### config.mk
export PLATFORM = sky130hd
export DESIGN_NAME = exchange_cancel_accumulator
export DESIGN_NICKNAME = d
export VERILOG_FILES = /design/src/rtl/exchange_cancel_accumulator_pkg.sv /design/src/rtl/exchange_cancel_accumulator_fifo.sv /design/src/rtl/exchange_cancel_accumulator.sv
export SDC_FILE = /design/constraint.sdc
export NUM_CORES = 1
export LEC_CHECK = 0
export ABC_AREA = 1
export CAP_MARGIN = 20
export CORE_MARGIN = 2
export CORE_UTILIZATION = 35
export CTS_CLUSTER_SIZE = 24
export DETAILED_ROUTE_END_ITERATION = 8
export GPL_TIMING_DRIVEN = 0
export PLACE_DENSITY = 0.56
export SETUP_SLACK_MARGIN = 0.3
export SLEW_MARGIN = 20
export SYNTH_ARGS = -nofsm -noshare
export SYNTH_HDL_FRONTEND = slang
export SYNTH_SLANG_ARGS = --single-unit
### constraint.sdc
create_clock -name clk -period 4.56 [get_ports clk]
set_input_delay 1.14 -clock clk [delete_from_list [all_inputs] [get_ports clk]]
set_output_delay 1.14 -clock clk [all_outputs]
set_load 0.005 [all_outputs]
### src/rtl/exchange_cancel_accumulator_pkg.sv
// exchange_cancel_accumulator_pkg: shared types for the cancel accumulator slice
package cache_def;

    localparam int CD_AW = 5;
    localparam int CD_DW = 16;

    typedef logic [CD_AW-1:0] client_id_t;
    typedef logic [CD_DW-1:0] amount_t;

    typedef struct packed {
        client_id_t client_id;
        amount_t    amount;
    } cancel_req_t;

    typedef enum logic [1:0] {
        CLEAR = 2'd0,
        IDLE  = 2'd1,
        RD    = 2'd2,
        WR    = 2'd3
    } acc_state_e;

endpackage

### src/rtl/exchange_cancel_accumulator_fifo.sv
// cancel_fifo: small synchronous FIFO of pending cancel notifications
module cancel_fifo
    import cache_def::*;
#(
    parameter int DEPTH = 4
) (
    input  logic                         clk,
    input  logic                         rst_n,
    input  logic                         push,
    input  logic                         pop,
    input  cancel_req_t                  din,
    output cancel_req_t                  dout,
    output logic                         full,
    output logic                         empty,
    output logic [$clog2(DEPTH+1)-1:0]   count
);

    localparam int PW = $clog2(DEPTH);
    localparam int CW = $clog2(DEPTH+1);

    cancel_req_t mem [DEPTH];
    logic [PW-1:0] wp;
    logic [PW-1:0] rp;
    logic do_push;
    logic do_pop;

    assign full    = count == CW'(DEPTH);
    assign empty   = count == '0;
    assign do_push = push && !full;
    assign do_pop  = pop && !empty;
    assign dout    = mem[rp];

    // storage array, written at the tail pointer
    always_ff @(posedge clk) begin
        if (do_push) mem[wp] <= din;
    end

    // pointers and occupancy; reset drops everything queued
    always_ff @(posedge clk) begin
        if (!rst_n) begin
            wp    <= '0;
            rp    <= '0;
            count <= '0;
        end else begin
            wp    <= wp + PW'(do_push);
            rp    <= rp + PW'(do_pop);
            count <= count + CW'(do_push) - CW'(do_pop);
        end
    end

endmodule

### src/rtl/exchange_cancel_accumulator.sv
// exchange_cancel_accumulator: buffers cancel notifications and accumulates saturating per-client totals
module exchange_cancel_accumulator
    import cache_def::*;
#(
    parameter int DEPTH    = 4,
    parameter int NCLIENTS = 32,
    parameter int AW       = 5,
    parameter int DW       = 16
) (
    input  logic          clk,
    input  logic          HRESETn,
    input  logic          exchange_go,
    input  logic [AW-1:0] exchange_client_id,
    input  logic [DW-1:0] exchange_amount,
    output logic          exchange_ready,
    input  logic [AW-1:0] rd_client_id,
    output logic [DW-1:0] cancelled_orders,
    output logic          busy,
    output logic          sat_flag,
    output logic [7:0]    drop_count
);

    localparam int CW = $clog2(DEPTH+1);

    acc_state_e    state;
    logic [AW-1:0] clr_addr;
    logic [DW-1:0] table_mem [NCLIENTS];
    logic [DW-1:0] rd_data;
    logic [DW:0]   sum;
    logic          we;
    logic [AW-1:0] waddr;
    logic [DW-1:0] wdata;
    logic          push;
    logic          pop;
    logic          full;
    logic          empty;
    logic [CW-1:0] count;
    cancel_req_t   req;
    cancel_req_t   head;

    assign req            = '{client_id: exchange_client_id, amount: exchange_amount};
    assign exchange_ready = state != CLEAR && !full;
    assign push           = exchange_go && exchange_ready;
    assign pop            = state == WR;
    assign busy           = !empty || state != IDLE;

    cancel_fifo #(.DEPTH(DEPTH)) u_fifo (
        .clk   (clk),
        .rst_n (HRESETn),
        .push  (push),
        .pop   (pop),
        .din   (req),
        .dout  (head),
        .full  (full),
        .empty (empty),
        .count (count)
    );

    // single table write port shared by the clear sweep and the update path
    always_comb begin
        sum   = {1'b0, head.amount} + {1'b0, rd_data};
        we    = HRESETn && (state == CLEAR || state == WR);
        waddr = state == CLEAR ? clr_addr : head.client_id;
        wdata = state == CLEAR ? '0 : (sum[DW] ? '1 : sum[DW-1:0]);
    end

    // sequencing: clear sweep, then read-modify-write of each queued notification
    always_ff @(posedge clk) begin
        if (!HRESETn) begin
            state    <= CLEAR;
            clr_addr <= '0;
        end else begin
            case (state)
                CLEAR: begin
                    clr_addr <= clr_addr + 1'b1;
                    if (clr_addr == AW'(NCLIENTS-1)) state <= IDLE;
                end
                IDLE:    state <= empty ? IDLE : RD;
                RD:      state <= WR;
                WR:      state <= (count > CW'(1) || push) ? RD : IDLE;
                default: state <= CLEAR;
            endcase
        end
    end

    // sticky saturation flag and saturating drop counter
    always_ff @(posedge clk) begin
        if (!HRESETn) begin
            sat_flag   <= 1'b0;
            drop_count <= '0;
        end else begin
            if (state == WR && sum[DW]) sat_flag <= 1'b1;
            if (exchange_go && !exchange_ready && drop_count != 8'hFF) drop_count <= drop_count + 1'b1;
        end
    end

    // table storage write port
    always_ff @(posedge clk) begin
        if (we) table_mem[waddr] <= wdata;
    end

    // update-path read: head is stable through RD, data consumed in WR
    always_ff @(posedge clk) begin
        rd_data <= table_mem[head.client_id];
    end

    // query port with write bypass so a same-edge update is never missed
    always_ff @(posedge clk) begin
        if (!HRESETn) cancelled_orders <= '0;
        else cancelled_orders <= (we && waddr == rd_client_id) ? wdata : table_mem[rd_client_id];
    end

endmodule

==> metrics.cfg <==
[status]
status = finished clean

[sta]
skew_ns = 0.0343
maxSlewHeadroom = 0.194
fmax_mhz = 232
setup_viol = 0
tightest_slew_ns = 1.21
rsz0062_at_grt = no
fin_crit_ns = 4.30
post-route-period-util = 0.944
fin_hold_ws_ns = 0.505
slew_violations = 0
hold_viol_final = 0

[finish]
n_antenna_cell = 0
nets = 3906
utilization = 0.412
layout-drive-gt1-share = 0.0906
syn2layout_area_growth_pct = 16.6

[flow_run]
maxCapViolations = 0

[floorplan]
ios = 56
fp.dieH_um = 311
core_sq_mm = 0.0933
dieArea_sq_mm = 0.0968
initial_core_util = 0.354
rows = 112
die_w_um = 311

[hold_path]
min_from = drop_count[3]
hold_path_end = drop_count[3]
hp-class = reg -> reg
hold_depth = 2

[critical_path]
reg2reg_to = cancelled_orders[1]
end_kind = flip-flop
crit_path_top_delay_cell = buf_1
worstSetupPathType = in -> reg
cp_cell_sequence = clkdlybuf4s50_1 > buf_2 > buf_2 > buf_1 > o211ai_1 > nand3_1 > nand3_1 > nand3_1 > nand2_1 > nand2_1 > nand2_1 > nor2_1
critPathBufInv = 4
rr_startpoint = u_fifo.rp[0]
reg2reg_slack_ns = 0.57
critPathTopFamily = buffers and inverters
max_stage_delay_ns = 0.85
cp_max_fo = 10
start_kind = primary input
rr_worst_depth = 19
required_ns = 5.08
cp.arrival_ns = 4.83

[clocking]
root_buffer = clkbuf_16
insertion_delay_ns = 0.66
cts_buffers = 75
cts_tree = done
clk_pin_slew_ns = 0.06
cts_max_path_buffers = 3
cts.sinks = 651
htreeDepth = 3

[route]
ant_nets = 0
routedWlPerCell_um = 26.8
vias = 29300
routed_wl_mm = 138
viasPerCell = 5.67
drt_first_pass_iters = 6
drc = 0
drt_iter0_markers = 4025

[grt]
grt_pass1_wl_mm = 194
grt_overflow_total = 0
grt.total_usage = 0.279
antenna_found_initial = 3
grt_max_degree = 34
grt_pass1_vias = 27200

[power]
leakagePower_nw = 15.5
cellPowerDensity_mw_per_mm2 = 397
peakVddDrop_uv = 285

[yosys]
synth_nets = 3722
synth_top_area_cell = edfxtp_1
ys_warn_count = 0
synth.cell_area_sq_mm = 0.0330
ys_types = 33
synth_area_leaders = edfxtp_1, nand3_1, nand2_1
synth_ff_type = edfxtp_1
netlist_instances = 3663
ys_seq_area_frac = 0.576
ys_ff_latch = 651
synth_edf_count = 596
avgSynthCellArea_sq_um = 9.01
yosys.area.top_type_share = 0.542
synthArstFlopShare = 0

[place]
gp_congestion = 1.06
io_buffers = 51
dp_hpwl_mm = 102

==> where the power goes <==
part	internal, mW	switching, mW
logic	0.655	1.86
clock network	3.30	2.54
registers	6.87	0.0739
total	10.8	4.47
==> tightest hold or removal path: cells and delay by family (launching register included) <==
kind	cells	cell delay [ns]
AO/OA/AOI/OAI	1	0.05
buffers and inverters	1	0.07
flip-flops	1	0.33
==> layer usage <==
| layer | global-route usage | part of all wire | vias up |
|---|---|---|---|
| met2 | 0.408 | 0.42 | 1889 |
| met1 | 0.376 | 0.40 | 14100 |
| met4 | 0.153 | 0.061 | 6 |
| met3 | 0.0714 | 0.12 | 360 |
| li1 | - | - | 12900 |
| met5 | 0.00593 | 0.00075 | - |
==> final cells by class <==
type | instances | area [sq um]
buffer | 248 | 1140
tap | 1254 | 1570
sequential | 651 | 19000
clock buffer | 101 | 2040
fill | 9387 | 54800
multi-input combinational | 2279 | 11300
clock inverter | 35 | 253
inverter | 485 | 1830
timing repair buffer | 107 | 1410
==> cells in the mapped netlist, drive strengths merged (3+ instances only) <==
cell type	n
o21ai	255
clkbuf	99
nor2	127
o211ai	173
edfxtp	596
o22ai	16
dfxtp	55
nand3b	8
buf	149
nand2	783
a21oi	163
inv	484
xnor2	8
nor3	12
nand3	690
xor2	3
ha	28
==> worst max-delay path by stage <==
stage,startpoint,to,slack [ns],depth (start not counted)
2_1_floorplan,u_fifo.rp[0],table_mem[0][10],0.92,15
3_3_place_gp,u_fifo.rp[0],table_mem[22][6],-2.75,15
3_5_place_dp,rd_client_id[2],cancelled_orders[8],-0.29,11
6_report,rd_client_id[1],cancelled_orders[5],0.26,12
4_1_cts,rd_client_id[2],cancelled_orders[8],0.36,11
5_1_grt,rd_client_id[1],cancelled_orders[1],0.31,12
==> per-stage QoR <==
stage,instances,total power [mW],setup WS (ns),instance area (sq um),setup TNS [ns]
2_1_floorplan,3663,8.22,0.916,33000,0
3_3_place_gp,4968,9.25,-2.75,35100,-654.11
3_5_place_dp,5018,9.45,-0.285,36100,-1.21
4_1_cts,5159,15.2,0.356,38500,0
5_1_grt,5160,15.7,0.312,38500,0
6_report,5160,15.3,0.256,38500,0
==> registers in the layout, summed over array words and instances, names as in the netlist <==
register	flops
state	2
clr_addr	5
rd_data	16
drop_count	8
u_fifo.wp	2
u_fifo.mem	84
u_fifo.rp	2
sat_flag	1
u_fifo.count	3
cancelled_orders	16
table_mem	512
==> placed cells by master, fill, tap and decap left out, types with 14 or more instances in the layout <==
cell type / n
buf_8: 16
a21oi_1: 155
buf_1: 26
inv_1: 468
nand3_1: 687
buf_4: 29
ha_1: 28
o211ai_1: 173
o21ai_1: 15
clkdlybuf4s50_1: 51
clkbuf_16: 77
nor2_1: 95
clkbuf_1: 113
o21ai_0: 240
inv_2: 14
o22ai_1: 16
nor2_2: 30
clkinv_1: 15
buf_2: 104
dfxtp_1: 55
nand2_1: 780
edfxtp_1: 596
==> repair_timing <==
action | CTS | global route
setup endpoints to repair | 18 | 163
pin swaps | 2 | 0
resized for setup | 2 | 17
buffers inserted | 5 | 0
hold buffers | 0 | 0
==> logic make-up (layout without fill, tap and decap cells) <==
kind of cell / count (synthesis) / count (layout) / synth area share
AO/OA/AOI/OAI: 612 / 612 / 0.107
XOR/XNOR: 11 / 11 / 0.00292
flip-flops: 651 / 651 / 0.576
adder cells (fa/ha/maj): 30 / 30 / 0.0118
AND/OR/NAND/NOR: 1626 / 1626 / 0.214
buffers and inverters: 733 / 976 / 0.0894
Power figures use the tool's default switching activity.
